[src/rtl/multicycle_pkg.sv]
// Shared encodings for the LEGv8 multi-cycle sequencer: FSM states, instruction
// classes, opcode patterns and ALU operation codes.
package multicycle_pkg;

  typedef enum logic [2:0] {
    ST_FETCH  = 3'd0,
    ST_DECODE = 3'd1,
    ST_EXEC   = 3'd2,
    ST_MEM    = 3'd3,
    ST_WB     = 3'd4,
    ST_BRANCH = 3'd5,
    ST_HALT   = 3'd6
  } state_e;

  typedef enum logic [2:0] {
    CLS_NONE = 3'd0,
    CLS_R    = 3'd1,
    CLS_LDUR = 3'd2,
    CLS_STUR = 3'd3,
    CLS_CBZ  = 3'd4,
    CLS_B    = 3'd5,
    CLS_ILL  = 3'd6
  } class_e;

  localparam logic [10:0] OP_ADD  = 11'h458;
  localparam logic [10:0] OP_SUB  = 11'h658;
  localparam logic [10:0] OP_AND  = 11'h450;
  localparam logic [10:0] OP_ORR  = 11'h550;
  localparam logic [10:0] OP_LDUR = 11'h7C2;
  localparam logic [10:0] OP_STUR = 11'h7C0;

  // CBZ and B are identified by their upper bits only; the rest is immediate.
  localparam logic [7:0] OP_CBZ_HI = 8'hB4;
  localparam logic [5:0] OP_B_HI   = 6'h05;

  localparam logic [1:0] ALU_ADD   = 2'b00;
  localparam logic [1:0] ALU_PASSB = 2'b01;
  localparam logic [1:0] ALU_FUNCT = 2'b10;

endpackage

[src/rtl/opcode_classifier.sv]
// Combinational opcode-to-class decode, shared by the sequencer and the ALU control.
module opcode_classifier
  import multicycle_pkg::*;
(
  input  logic [10:0] opcode,
  output class_e      op_class
);

  always_comb begin
    op_class = CLS_ILL;
    if (opcode == OP_ADD || opcode == OP_SUB || opcode == OP_AND || opcode == OP_ORR) begin
      op_class = CLS_R;
    end else if (opcode == OP_LDUR) begin
      op_class = CLS_LDUR;
    end else if (opcode == OP_STUR) begin
      op_class = CLS_STUR;
    end else if (opcode[10:3] == OP_CBZ_HI) begin
      op_class = CLS_CBZ;
    end else if (opcode[10:5] == OP_B_HI) begin
      op_class = CLS_B;
    end
  end

endmodule

[src/rtl/multicycle_control.sv]
// Multi-cycle LEGv8 sequencer: steps each instruction through FETCH/DECODE/EXEC/
// MEM/WB/BRANCH with ready handshakes, drives datapath strobes, counts retirements.
module multicycle_control
  import multicycle_pkg::*;
#(
  parameter int CNT_W = 32
) (
  input  logic             clk,
  input  logic             reset,
  input  logic             run,
  input  logic [10:0]      opcode,
  input  logic             alu_zero,
  input  logic             imem_ready,
  input  logic             dmem_ready,
  output logic             imem_req,
  output logic             ir_write,
  output logic             dmem_read,
  output logic             dmem_write,
  output logic             mdr_write,
  output logic             reg_write,
  output logic             reg2loc,
  output logic             alu_src,
  output logic             mem_to_reg,
  output logic [1:0]       alu_op,
  output logic             pc_write,
  output logic             pc_src,
  output logic             illegal,
  output logic [2:0]       state,
  output logic [CNT_W-1:0] retired
);

  state_e           state_q, state_d;
  class_e           class_q, class_d;
  class_e           dec_class;
  logic             illegal_q, illegal_d;
  logic [CNT_W-1:0] retired_q, retired_d;

  opcode_classifier u_classifier (
    .opcode   (opcode),
    .op_class (dec_class)
  );

  always_comb begin
    state_d    = state_q;
    class_d    = class_q;
    illegal_d  = illegal_q;
    imem_req   = 1'b0;
    ir_write   = 1'b0;
    dmem_read  = 1'b0;
    dmem_write = 1'b0;
    mdr_write  = 1'b0;
    reg_write  = 1'b0;
    reg2loc    = 1'b0;
    alu_src    = 1'b0;
    mem_to_reg = 1'b0;
    alu_op     = ALU_ADD;
    pc_write   = 1'b0;
    pc_src     = 1'b0;

    case (state_q)
      ST_FETCH: begin
        imem_req = run;
        if (run && imem_ready) begin
          ir_write = 1'b1;
          state_d  = ST_DECODE;
        end
      end

      ST_DECODE: begin
        class_d = dec_class;
        reg2loc = (dec_class == CLS_STUR) || (dec_class == CLS_CBZ);
        case (dec_class)
          CLS_R, CLS_LDUR, CLS_STUR: state_d = ST_EXEC;
          CLS_CBZ, CLS_B:            state_d = ST_BRANCH;
          default: begin
            state_d   = ST_HALT;
            illegal_d = 1'b1;
          end
        endcase
      end

      ST_EXEC: begin
        if (class_q == CLS_R) begin
          alu_op  = ALU_FUNCT;
          alu_src = 1'b0;
          state_d = ST_WB;
        end else if (class_q == CLS_LDUR || class_q == CLS_STUR) begin
          alu_op  = ALU_ADD;
          alu_src = 1'b1;
          reg2loc = (class_q == CLS_STUR);
          state_d = ST_MEM;
        end else begin
          state_d = ST_FETCH;
        end
      end

      // Address stays on the ALU while the data memory is allowed to stall.
      ST_MEM: begin
        dmem_read  = (class_q == CLS_LDUR);
        dmem_write = (class_q == CLS_STUR);
        alu_src    = 1'b1;
        alu_op     = ALU_ADD;
        if (dmem_ready) begin
          if (class_q == CLS_LDUR) begin
            mdr_write = 1'b1;
            state_d   = ST_WB;
          end else if (class_q == CLS_STUR) begin
            pc_write = 1'b1;
            pc_src   = 1'b0;
            state_d  = ST_FETCH;
          end else begin
            state_d = ST_FETCH;
          end
        end
      end

      ST_WB: begin
        reg_write  = 1'b1;
        mem_to_reg = (class_q == CLS_LDUR);
        pc_write   = 1'b1;
        pc_src     = 1'b0;
        state_d    = ST_FETCH;
      end

      ST_BRANCH: begin
        pc_write = 1'b1;
        if (class_q == CLS_CBZ) begin
          reg2loc = 1'b1;
          alu_op  = ALU_PASSB;
          pc_src  = alu_zero;
        end else if (class_q == CLS_B) begin
          pc_src = 1'b1;
        end
        state_d = ST_FETCH;
      end

      ST_HALT: begin
        state_d = ST_HALT;
      end

      default: begin
        state_d = ST_FETCH;
      end
    endcase

    // Strobes must be quiet for the whole reset pulse, not just after the first edge.
    if (reset) begin
      imem_req   = 1'b0;
      ir_write   = 1'b0;
      dmem_read  = 1'b0;
      dmem_write = 1'b0;
      mdr_write  = 1'b0;
      reg_write  = 1'b0;
      reg2loc    = 1'b0;
      alu_src    = 1'b0;
      mem_to_reg = 1'b0;
      alu_op     = ALU_ADD;
      pc_write   = 1'b0;
      pc_src     = 1'b0;
    end
  end

  always_comb begin
    retired_d = retired_q;
    if (pc_write) begin
      retired_d = retired_q + CNT_W'(1);
    end
  end

  always_ff @(posedge clk or posedge reset) begin
    if (reset) begin
      state_q   <= ST_FETCH;
      class_q   <= CLS_NONE;
      illegal_q <= 1'b0;
      retired_q <= '0;
    end else begin
      state_q   <= state_d;
      class_q   <= class_d;
      illegal_q <= illegal_d;
      retired_q <= retired_d;
    end
  end

  assign state   = state_q;
  assign illegal = illegal_q;
  assign retired = retired_q;

endmodule
[config.mk]
export PLATFORM = sky130hd
export DESIGN_NAME = multicycle_control
export DESIGN_NICKNAME = d
export VERILOG_FILES = /design/src/rtl/multicycle_pkg.sv /design/src/rtl/opcode_classifier.sv /design/src/rtl/multicycle_control.sv
export SDC_FILE = /design/constraint.sdc
export NUM_CORES = 1
export LEC_CHECK = 0
export ABC_AREA = 0
export BUFFER_PORTS_ARGS = -buffer_cell sky130_fd_sc_hd__buf_2
export CORE_MARGIN = 2
export CORE_UTILIZATION = 30
export DETAILED_ROUTE_END_ITERATION = 12
export GPL_TIMING_DRIVEN = 0
export PLACE_DENSITY = 0.48
export SKIP_LAST_GASP = 1
export SLEW_MARGIN = 0
export SYNTH_ARGS = -nofsm -noshare
export SYNTH_HDL_FRONTEND = slang
export SYNTH_SLANG_ARGS = --single-unit
[constraint.sdc]
create_clock -name clk -period 4.2 [get_ports clk]
set_clock_uncertainty 0.1 [all_clocks]
set_input_delay 0.84 -clock clk [delete_from_list [all_inputs] [get_ports clk]]
set_output_delay 0.84 -clock clk [all_outputs]
set_load 0.02 [all_outputs]
==> results.toml, run 1 <==
[synth]
post_synth_xor_area_fraction_pct = 13.2
synth-edff-count = 0
ys.warnings.count = 0
synth-compound-area-share_pct = 8.20
synth-adder-area-share_pct = 0.607
post_synth_and_or_nand_nor_area_fraction_pct = 28.1
ys_types = 43
synth.net_count = 221
synth_ff_type = "sky130_fd_sc_hd__dfrtp_1"
main_combinational_cell_family_by_area_after_synthesis = "simple AND/OR/NAND/NOR gates"
post_synth.cell_area_avg_sq_um = 10.2
sequential_to_total_area_share_from_yosys_stat_pct = 47.4
synthArstFlopShare_pct = 100
synthCells = 203
ys_seq_elements = 39
synthMuxAreaShare_pct = 0.486
syn-cell-area_sq_um = 2060

[die]
fp.dieArea_sq_um = 7550
die_width_microns = 86.9
core.rowCount = 30
die_height_microns = 86.9
pin_count = 66
initial_utilization_pct = 30.7
core_region_area_sq_um = 6720

[cts]
post_cts_clock_slew_at_the_launch_and_capture_registers_of_the_worst_setup_and_hold_paths_ns = 0.08
clockRootBuffer = "sky130_fd_sc_hd__clkbuf_8"
post_cts_resized = 0
clock_path_buffers = 2
tritoncts = "done"
post_cts_buffers = 0
cts.htree.levels = 2
clock_latency_ns = 0.29
holdBufCountCts = 0
cts_inserted_buffers = 5
cts_sinks = 39

[timing]
grt_setup_unrepaired = "no"
timing.slew.headroom_pct = 44.7
finalSetupTns_ns = 0
slew_viol_final = 0
finalHoldViolations = 0
final.min_clock_period_ns = 3.53
setup_viol_count_final = 0
timing.fmax_ghz = 0.283
period_share_pct = 84.1
worst-slew-pin-transition_ns = 0.829

[power_and_ir_drop]
total_leakage_power_nw = 1.30
irDropWorstVdd_mv = 0.140
totalPowerFinal_mw = 1.08
share_comb_of_total_power_pct = 31.4
p_sw_share_pct = 36.0
power.share.clock_pct = 26.0
power.internal_mw = 0.694
switchingPower_mw = 0.390
pwr-share-seq_pct = 42.6
pwr_density_cell_nw_per_um2 = 419

[min_path]
hold_path.class = "reg2reg"
worst_hold_path.num_cells = 1
timing.hold.worst_endpoint = "illegal$_DFFE_PP0P_"
hold_startpoint = "illegal$_DFFE_PP0P_"

[worst_setup_path]
worst_ep_arrival_time_ns = 2.59
worst_reg2reg_setup_slack_ns = 2.00
critPathLaunchType = "primary input"
cell_count_of_the_worst_reg_to_reg_path = 6
origin_of_the_worst_setup_path = "opcode[3]"
crit_type = "in2out"
r2r-start = "state[2]$_DFFE_PP0P_"
element_type_at_the_critical_path_end = "output pin"
critical_path.reg2reg.endpoint = "retired[29]$_DFFE_PP0P_"
required_ns = 3.26
worst-path-max-fanout = 4

[global_route]
grt_first_pass_wirelength_microns = 7890
grt_max_degree = 41
first_global_vias = 1639
initial_antenna_violation_count = 0
gr-total-overflow = 0
track_usage_pct = 13.2

[layout]
synthToLayoutAreaGrowth_pct = 25.7
antenna-diode-count = 0
net_total_in_the_final_layout = 293
drive_gt1_share_pct = 30.1

[detailed_routing]
iteration_0_drc_count_of_the_detailed_router = 70
wl_per_instance_microns = 13.1
drc = 0
route.antenna.remaining_nets = 0
via_count_normalized_by_instance_count = 4.89
route.vias.total = 1740
detail_route.wirelength_microns = 4670
pre_antenna_drt_iters = 4

[placed_design]
dp_hpwl_microns = 3530
final_estimated_routing_congestion_in_global_placement = 0.816
buffer_ports.inserted = 65

[run_status]
run_status = "complete, no violations"

[flow_run]
max_cap_violations = 0
power groups by stage:
stage	Clock [mW]	Sequential, mW	Combinational, mW
floorplan	0	0.490	0.220
global placement	0	0.469	0.346
detailed placement	0	0.470	0.342
CTS	0.291	0.463	0.343
global route	0.310	0.472	0.382
finish	0.282	0.462	0.340
kinds of logic (layout without fill, tap and decap cells):
family / count (synthesis) / in the layout
xor gates and xnor gates: 31 / 31
buffers and inverters: 10 / 83
AOI/OAI and AO/OA: 23 / 23
adders and majority gates: 1 / 1
DFF: 39 / 39
and+or+nand+nor: 98 / 98
muxes: 1 / 1
layout by cell type (no fill, tap or decap), types with 4 or more instances in the layout:
cell type / count
sky130_fd_sc_hd__a21oi_1: 7
sky130_fd_sc_hd__nand2_1: 21
sky130_fd_sc_hd__and3_1: 5
sky130_fd_sc_hd__inv_1: 4
sky130_fd_sc_hd__and4_1: 4
sky130_fd_sc_hd__nor3_1: 5
sky130_fd_sc_hd__clkbuf_8: 7
sky130_fd_sc_hd__dfrtp_1: 39
sky130_fd_sc_hd__buf_2: 67
sky130_fd_sc_hd__xnor2_1: 28
sky130_fd_sc_hd__nand4_1: 8
sky130_fd_sc_hd__nand2b_1: 5
sky130_fd_sc_hd__and2_1: 10
sky130_fd_sc_hd__nor2_1: 11
sky130_fd_sc_hd__nand3_1: 12
how the worst max path moves through the flow:
stage,to,slack (ns),cells past startpoint
after floorplan,ir_write,0.85,3
after global placement,ir_write,0.42,5
after detailed placement,reg2loc,0.73,7
after CTS,reg2loc,0.72,7
after global routing,reg2loc,0.49,7
final,reg2loc,0.67,7
stage by stage:
stage	cells	utilization (%)	hold slack [ns]	setup WS [ns]	cell area, sq um
2_1_floorplan	203	-	0.408	0.851	2060
3_3_place_gp	348	37.0	0.337	0.423	2490
3_5_place_dp	348	37.0	0.343	0.729	2490
4_1_cts	356	38.5	0.362	0.715	2590
5_1_grt	356	38.5	0.394	0.485	2590
6_report	356	38.5	0.355	0.669	2590
registers in the layout (all words and copies together), names as in the netlist:
signal / flops
class_q: 3
illegal: 1
state: 3
retired: 32
Yosys cell counts (3+ instances only):
| library cell | count | area share (%) |
|---|---|---|
| sky130_fd_sc_hd__xor2_1 | 3 | 1.3 |
| sky130_fd_sc_hd__nor2_1 | 11 | 2.0 |
| sky130_fd_sc_hd__nand4_1 | 8 | 2.4 |
| sky130_fd_sc_hd__nand2b_1 | 5 | 1.5 |
| sky130_fd_sc_hd__a21oi_1 | 7 | 1.7 |
| sky130_fd_sc_hd__inv_1 | 5 | 0.91 |
| sky130_fd_sc_hd__o21ai_0 | 3 | 0.73 |
| sky130_fd_sc_hd__nor4_1 | 3 | 0.91 |
| sky130_fd_sc_hd__and3_1 | 5 | 1.5 |
| sky130_fd_sc_hd__dfrtp_1 | 39 | 47 |
| sky130_fd_sc_hd__nand2_1 | 21 | 3.8 |
| sky130_fd_sc_hd__nand3_1 | 12 | 2.9 |
| sky130_fd_sc_hd__xnor2_1 | 28 | 12 |
| sky130_fd_sc_hd__nor3_1 | 5 | 1.2 |
| sky130_fd_sc_hd__and2_1 | 10 | 3.0 |
| sky130_fd_sc_hd__and4_1 | 4 | 1.7 |
final cells by class:
cell class	count	area (sq um)
Clock inverter	1	7.51
Multi-Input combinational cell	154	1040
Buffer	5	25.0
Sequential cell	39	976
Clock buffer	7	96.3
Tap cell	80	100
Timing Repair Buffer	65	325
Fill cell	691	4130
Inverter	5	18.8
per-layer routing:
| metal | global-route usage (%) | up-vias | routed length [microns] |
|---|---|---|---|
| met4 | 4.26 | 0 | 60 |
| met2 | 19.7 | 41 | 2070 |
| met3 | 3.60 | 9 | 277 |
| li1 | - | 864 | - |
| met1 | 18.4 | 826 | 2260 |
| met5 | 0 | - | 0 |
worst max-delay path: stages:
cell                       delay [ns]
sky130_fd_sc_hd__buf_2           0.11
sky130_fd_sc_hd__nor4bb_1        0.55
sky130_fd_sc_hd__nand3_1         0.14
sky130_fd_sc_hd__nor3b_1         0.27
sky130_fd_sc_hd__o21ai_0         0.17
sky130_fd_sc_hd__a221oi_1        0.31
sky130_fd_sc_hd__buf_2           0.21
No activity file was read; power rests on OpenSTA's default activity.
==> run 2, diff against run 1 <==
--- a/config.mk
+++ b/config.mk
@@ -11,7 +11,7 @@
 export CORE_UTILIZATION = 30
 export DETAILED_ROUTE_END_ITERATION = 12
 export GPL_TIMING_DRIVEN = 0
-export PLACE_DENSITY = 0.48
+export PLACE_DENSITY = 0.5
 export SKIP_LAST_GASP = 1
 export SLEW_MARGIN = 0
 export SYNTH_ARGS = -nofsm -noshare
==> constraint.sdc (replaced) <==
create_clock -name clk -period 3.15 [get_ports clk]
set_clock_uncertainty 0.1 [all_clocks]
set_input_delay 0.63 -clock clk [delete_from_list [all_inputs] [get_ports clk]]
set_output_delay 0.63 -clock clk [all_outputs]
set_load 0.02 [all_outputs]
==> run 2 against run 1 <==
Effect of this change: design area rose by 0.34%; final cell count did not move; non-clock buffer count did not move; clock power rose by 29%; sequential share of layout area fell by 0.13 points; power rose by 33%; critical path depth fell by 1; worst setup slack got worse by 0.49 ns; via count fell by 0.40%.
==> results.toml, run 2 (synthesized netlist as in run 1, its figures left out) <==
[global_route]
first_global_vias = 1585
gr-total-overflow = 0
grt_max_degree = 41
initial_antenna_violation_count = 0
grt_first_pass_wirelength_microns = 7730
track_usage_pct = 12.9

[power_and_ir_drop]
irDropWorstVdd_mv = 0.200
pwr-share-seq_pct = 42.8
share_comb_of_total_power_pct = 32.0
power.internal_mw = 0.929
p_sw_share_pct = 35.5
power.share.clock_pct = 25.2
total_leakage_power_nw = 1.31
totalPowerFinal_mw = 1.44
switchingPower_mw = 0.511
pwr_density_cell_nw_per_um2 = 554

[worst_setup_path]
worst-path-max-fanout = 3
critPathLaunchType = "primary input"
critPathMaxStageDelay_ns = 0.54
element_type_at_the_critical_path_end = "output pin"
crit_type = "in2out"
required_ns = 2.42
cpMostUsedCell = "sky130_fd_sc_hd__buf_2"
worst_ep_arrival_time_ns = 2.24
timing.critical_path.cells = "buf_2 -> nor4b_1 -> nor3b_1 -> o21ai_0 -> a221oi_1 -> buf_2"
crit_slowest_cell = "sky130_fd_sc_hd__nor4b_1"

[timing]
worst-slew-pin-transition_ns = 0.837
setup_viol_count_final = 0
timing.fmax_ghz = 0.337
fin_worst_hold_slack_ns = 0.356
period_share_pct = 94.3
slew_viol_final = 0
grt_setup_unrepaired = "no"
final.min_clock_period_ns = 2.97
timing.slew.headroom_pct = 44.1
finalHoldViolations = 0
postLayoutSetupSlackWorst_ns = 0.181

[die]
core_region_area_sq_um = 6720
core.rowCount = 30
pin_count = 66
fp.dieArea_sq_um = 7550
die_height_microns = 86.9
initial_utilization_pct = 30.7
die_width_microns = 86.9

[layout]
drive_gt1_share_pct = 30.4
layout.filler_cells = 684
largest_register_ff_count = 32
finalCoreUtilization_pct = 38.7
mostFrequentLayoutCell = "sky130_fd_sc_hd__buf_2"
most-common-layout-cells = "sky130_fd_sc_hd__buf_2, sky130_fd_sc_hd__dfrtp_1, sky130_fd_sc_hd__xnor2_1, sky130_fd_sc_hd__nand2_1, sky130_fd_sc_hd__nand3_1"
design_area_sq_um = 2600
synthToLayoutAreaGrowth_pct = 26.1
net_total_in_the_final_layout = 293
antenna-diode-count = 0

[flow_run]
max_cap_violations = 0

[placed_design]
buffer_ports.inserted = 65
placed_cell_area_sq_um = 2490
dp_hpwl_microns = 3550
final_estimated_routing_congestion_in_global_placement = 0.818
place_ws_ns = 0.105

[cts]
cts_sinks = 39
post_cts_buffers = 0
clock_latency_ns = 0.28
clock_path_buffers = 2
cts.htree.levels = 2
clockRootBuffer = "sky130_fd_sc_hd__clkbuf_8"
tritoncts = "done"
holdBufCountCts = 0
post_cts_clock_slew_at_the_launch_and_capture_registers_of_the_worst_setup_and_hold_paths_ns = 0.07
cts_inserted_buffers = 5

[detailed_routing]
route.vias.total = 1733
route.antenna.remaining_nets = 0
drc = 0
wl_per_instance_microns = 13.2
via_count_normalized_by_instance_count = 4.87
pre_antenna_drt_iters = 4
detail_route.wirelength_microns = 4710
iteration_0_drc_count_of_the_detailed_router = 87

[min_path]
hold_path.class = "reg2reg"

[run_status]
run_status = "complete, no violations"
-- run 2: layout make-up --
class | count | area [sq um] | share of cell area, %
multi-input cells | 154 | 1050 | 40.5
flip-flops and latches | 39 | 976 | 37.6
repair buffers | 65 | 325 | 12.5
clock buffers | 8 | 100 | 3.85
well taps | 80 | 100 | 3.85
plain buffers | 5 | 25.0 | 0.963
inverters | 5 | 18.8 | 0.722
-- run 2: power by group through the flow --
stage	Clock, mW	Combinational [mW]	Sequential, mW
CTS	0.382	0.461	0.616
detailed placement	0	0.460	0.626
finish	0.363	0.460	0.616
global placement	0	0.461	0.625
floorplan	0	0.293	0.654
global route	0.407	0.513	0.625
-- run 2: critical path, delay by kind of cell --
| family | cells | cell delay, ns |
|---|---|---|
| AO/OA/AOI/OAI | 2 | 0.46 |
| buffers and inverters | 2 | 0.31 |
| AND/OR/NAND/NOR | 2 | 0.85 |
-- run 2: what timing repair did --
action | in CTS | in global routing
hold endpoints to repair | 0 | 0
setup endpoints to repair | 0 | 1
gates resized for setup | 0 | 2
-- run 2: routing by layer --
layer  vias up  GRT usage [%]  wire [microns]
met1       825           18.3            2250
met3         4           3.41             238
met5         -              0               0
li1        866              -               -
met4         0           2.98              33
met2        38           19.8            2190
-- run 2: final timing paths --
kind	slack [ns]	to	cells after the start	startpoint
max	0.18	reg2loc	6	opcode[0]
min	0.36	illegal$_DFFE_PP0P_	1	illegal$_DFFE_PP0P_
max reg2reg	0.93	retired[31]$_DFFE_PP0P_	6	state[2]$_DFFE_PP0P_
min reg2reg	0.36	illegal$_DFFE_PP0P_	1	illegal$_DFFE_PP0P_
max in group asynchronous	1.95	retired[5]$_DFFE_PP0P_	2	reset
min in group asynchronous	0.46	state[0]$_DFFE_PP0P_	2	reset
-- run 2: through the flow --
step	std cells	TNS, ns
final	356	0
after global routing	356	0
after CTS	356	0
after detailed placement	348	0
after global placement	348	-0.406
after floorplan	203	0
==> run 3, diff against run 2 <==
==> constraint.sdc (replaced) <==
create_clock -name clk -period 2.6 [get_ports clk]
set_clock_uncertainty 0.1 [all_clocks]
set_input_delay 0.52 -clock clk [delete_from_list [all_inputs] [get_ports clk]]
set_output_delay 0.52 -clock clk [all_outputs]
set_load 0.02 [all_outputs]
==> run 3 against run 2 <==
Effect of this change: combinational power grew 46%; largest cell class unchanged; critical endpoint unchanged; sequential cell count stayed put; register-to-register slack got worse by 0.58 ns; sequential power up 22%.
==> results.toml, run 3 (synthesized netlist as in run 1, its figures left out) <==
[detailed_routing]
via_count_normalized_by_instance_count = 4.91
drc = 0
iteration_0_drc_count_of_the_detailed_router = 100
route.vias.total = 1786
wl_per_instance_microns = 13.7
route.antenna.remaining_nets = 0
detail_route.wirelength_microns = 4980
pre_antenna_drt_iters = 6

[timing]
setup_viol_count_final = 0
timing.slew.headroom_pct = 36.5
period_share_pct = 97.9
fin_worst_hold_slack_ns = 0.163
worst-slew-pin-transition_ns = 0.947
final.min_clock_period_ns = 2.54
finalHoldViolations = 0
slew_viol_final = 0
grt_setup_unrepaired = "yes"
finalSetupTns_ns = 0
timing.fmax_ghz = 0.393

[die]
core.rowCount = 30
initial_utilization_pct = 30.7
fp.dieArea_sq_um = 7550
die_height_microns = 86.9
die_width_microns = 86.9
pin_count = 66
core_region_area_sq_um = 6720

[global_route]
first_global_vias = 1654
track_usage_pct = 13.2
grt_first_pass_wirelength_microns = 7910
gr-total-overflow = 0
grt_max_degree = 21
initial_antenna_violation_count = 0

[worst_setup_path]
timing.critical_path.cells = "buf_6 -> nand2b_4 -> or2_2 -> o32a_1 -> a221oi_2 -> buf_4"
critPathLaunchType = "flop"
crit_type = "reg2out"
required_ns = 1.98
cp_top_family = "compound AO/OA/AOI/OAI gates"
critical_path.reg2reg.endpoint = "retired[31]$_DFFE_PP0P_"
worst_reg2reg_setup_slack_ns = 0.35
worst-path-max-fanout = 4
element_type_at_the_critical_path_end = "output pin"
r2r-start = "state[1]$_DFFE_PP0P_"
crit_slowest_cell = "sky130_fd_sc_hd__dfrtp_1"
cell_count_of_the_worst_reg_to_reg_path = 5
cp.buffers_inverters = 2
worst_ep_arrival_time_ns = 1.92
critPathMaxStageDelay_ns = 0.42

[cts]
cts.htree.levels = 2
holdBufCountCts = 0
tritoncts = "done"
cts_sinks = 39
clock_path_buffers = 2
post_cts_clock_slew_at_the_launch_and_capture_registers_of_the_worst_setup_and_hold_paths_ns = 0.08
clockRootBuffer = "sky130_fd_sc_hd__clkbuf_8"
cts_inserted_buffers = 5
clock_latency_ns = 0.29

[layout]
antenna-diode-count = 0
drive_gt1_share_pct = 35.6
design_area_sq_um = 2770
mostFrequentLayoutCell = "sky130_fd_sc_hd__buf_2"
most-common-layout-cells = "sky130_fd_sc_hd__buf_2, sky130_fd_sc_hd__dfrtp_1, sky130_fd_sc_hd__xnor2_1, sky130_fd_sc_hd__nand2_1, sky130_fd_sc_hd__nand3_1"
net_total_in_the_final_layout = 301
synthToLayoutAreaGrowth_pct = 34.6
largest_register_ff_count = 32

[power_and_ir_drop]
pwr_density_cell_nw_per_um2 = 729
totalPowerFinal_mw = 2.02
total_leakage_power_nw = 1.38
irDropWorstVdd_mv = 0.259

[placed_design]
dp_hpwl_microns = 3580
placed_cell_area_sq_um = 2500
final_estimated_routing_congestion_in_global_placement = 0.827
buffer_ports.inserted = 65

[flow_run]
max_cap_violations = 0

[min_path]
hold_path.class = "in2async"

[run_status]
run_status = "complete, no violations"
-- run 3: power breakdown --
part / internal, mW / switching [mW]
Clock: 0.383 / 0.213
Sequential: 0.671 / 0.0819
Combinational: 0.295 / 0.379
-- run 3: per-layer routing --
layer	GRT usage, %	vias to the layer above	routed length, microns
met5	0	-	0
met4	4.26	0	64
met3	3.22	6	190
met2	20.3	37	2260
met1	18.4	858	2460
li1	-	885	-
-- run 3: worst max path at each step --
stage | cells past startpoint | slack, ns | end | startpoint
after floorplan | 5 | 0.1 | reg2loc | opcode[3]
after global placement | 5 | -0.32 | ir_write | reset
after detailed placement | 5 | -0.33 | ir_write | reset
after CTS | 7 | -0.27 | reg2loc | state[2]$_DFFE_PP0P_
after global routing | 5 | -0.02 | reg2loc | state[1]$_DFFE_PP0P_
final | 6 | 0.06 | reg2loc | state[0]$_DFFE_PP0P_
-- run 3: stage by stage --
step | setup WS [ns] | utilization, % | cells
finish | 0.0553 | 41.3 | 364
floorplan | 0.0984 | - | 203
detailed placement | -0.332 | 37.2 | 348
global route | -0.0242 | 41.3 | 364
CTS | -0.268 | 39.3 | 357
global placement | -0.323 | 37.2 | 348
-- run 3: final cells by class --
| class | instances | area [sq um] |
|---|---|---|
| multi-input combinational | 154 | 1120 |
| timing repair buffer | 71 | 373 |
| sequential | 39 | 976 |
| tap | 80 | 100 |
| timing repair inverter | 2 | 10.0 |
| clock buffer | 5 | 68.8 |
| fill | 688 | 3950 |
| clock inverter | 3 | 67.6 |
| buffer | 5 | 32.5 |
| inverter | 5 | 22.5 |
-- run 3: timing repair --
item | CTS | global route
pin swaps | 0 | 0
setup buffers | 0 | 6
cloned | 1 | 1
setup endpoints to repair | 3 | 2
gates resized for setup | 1 | 20
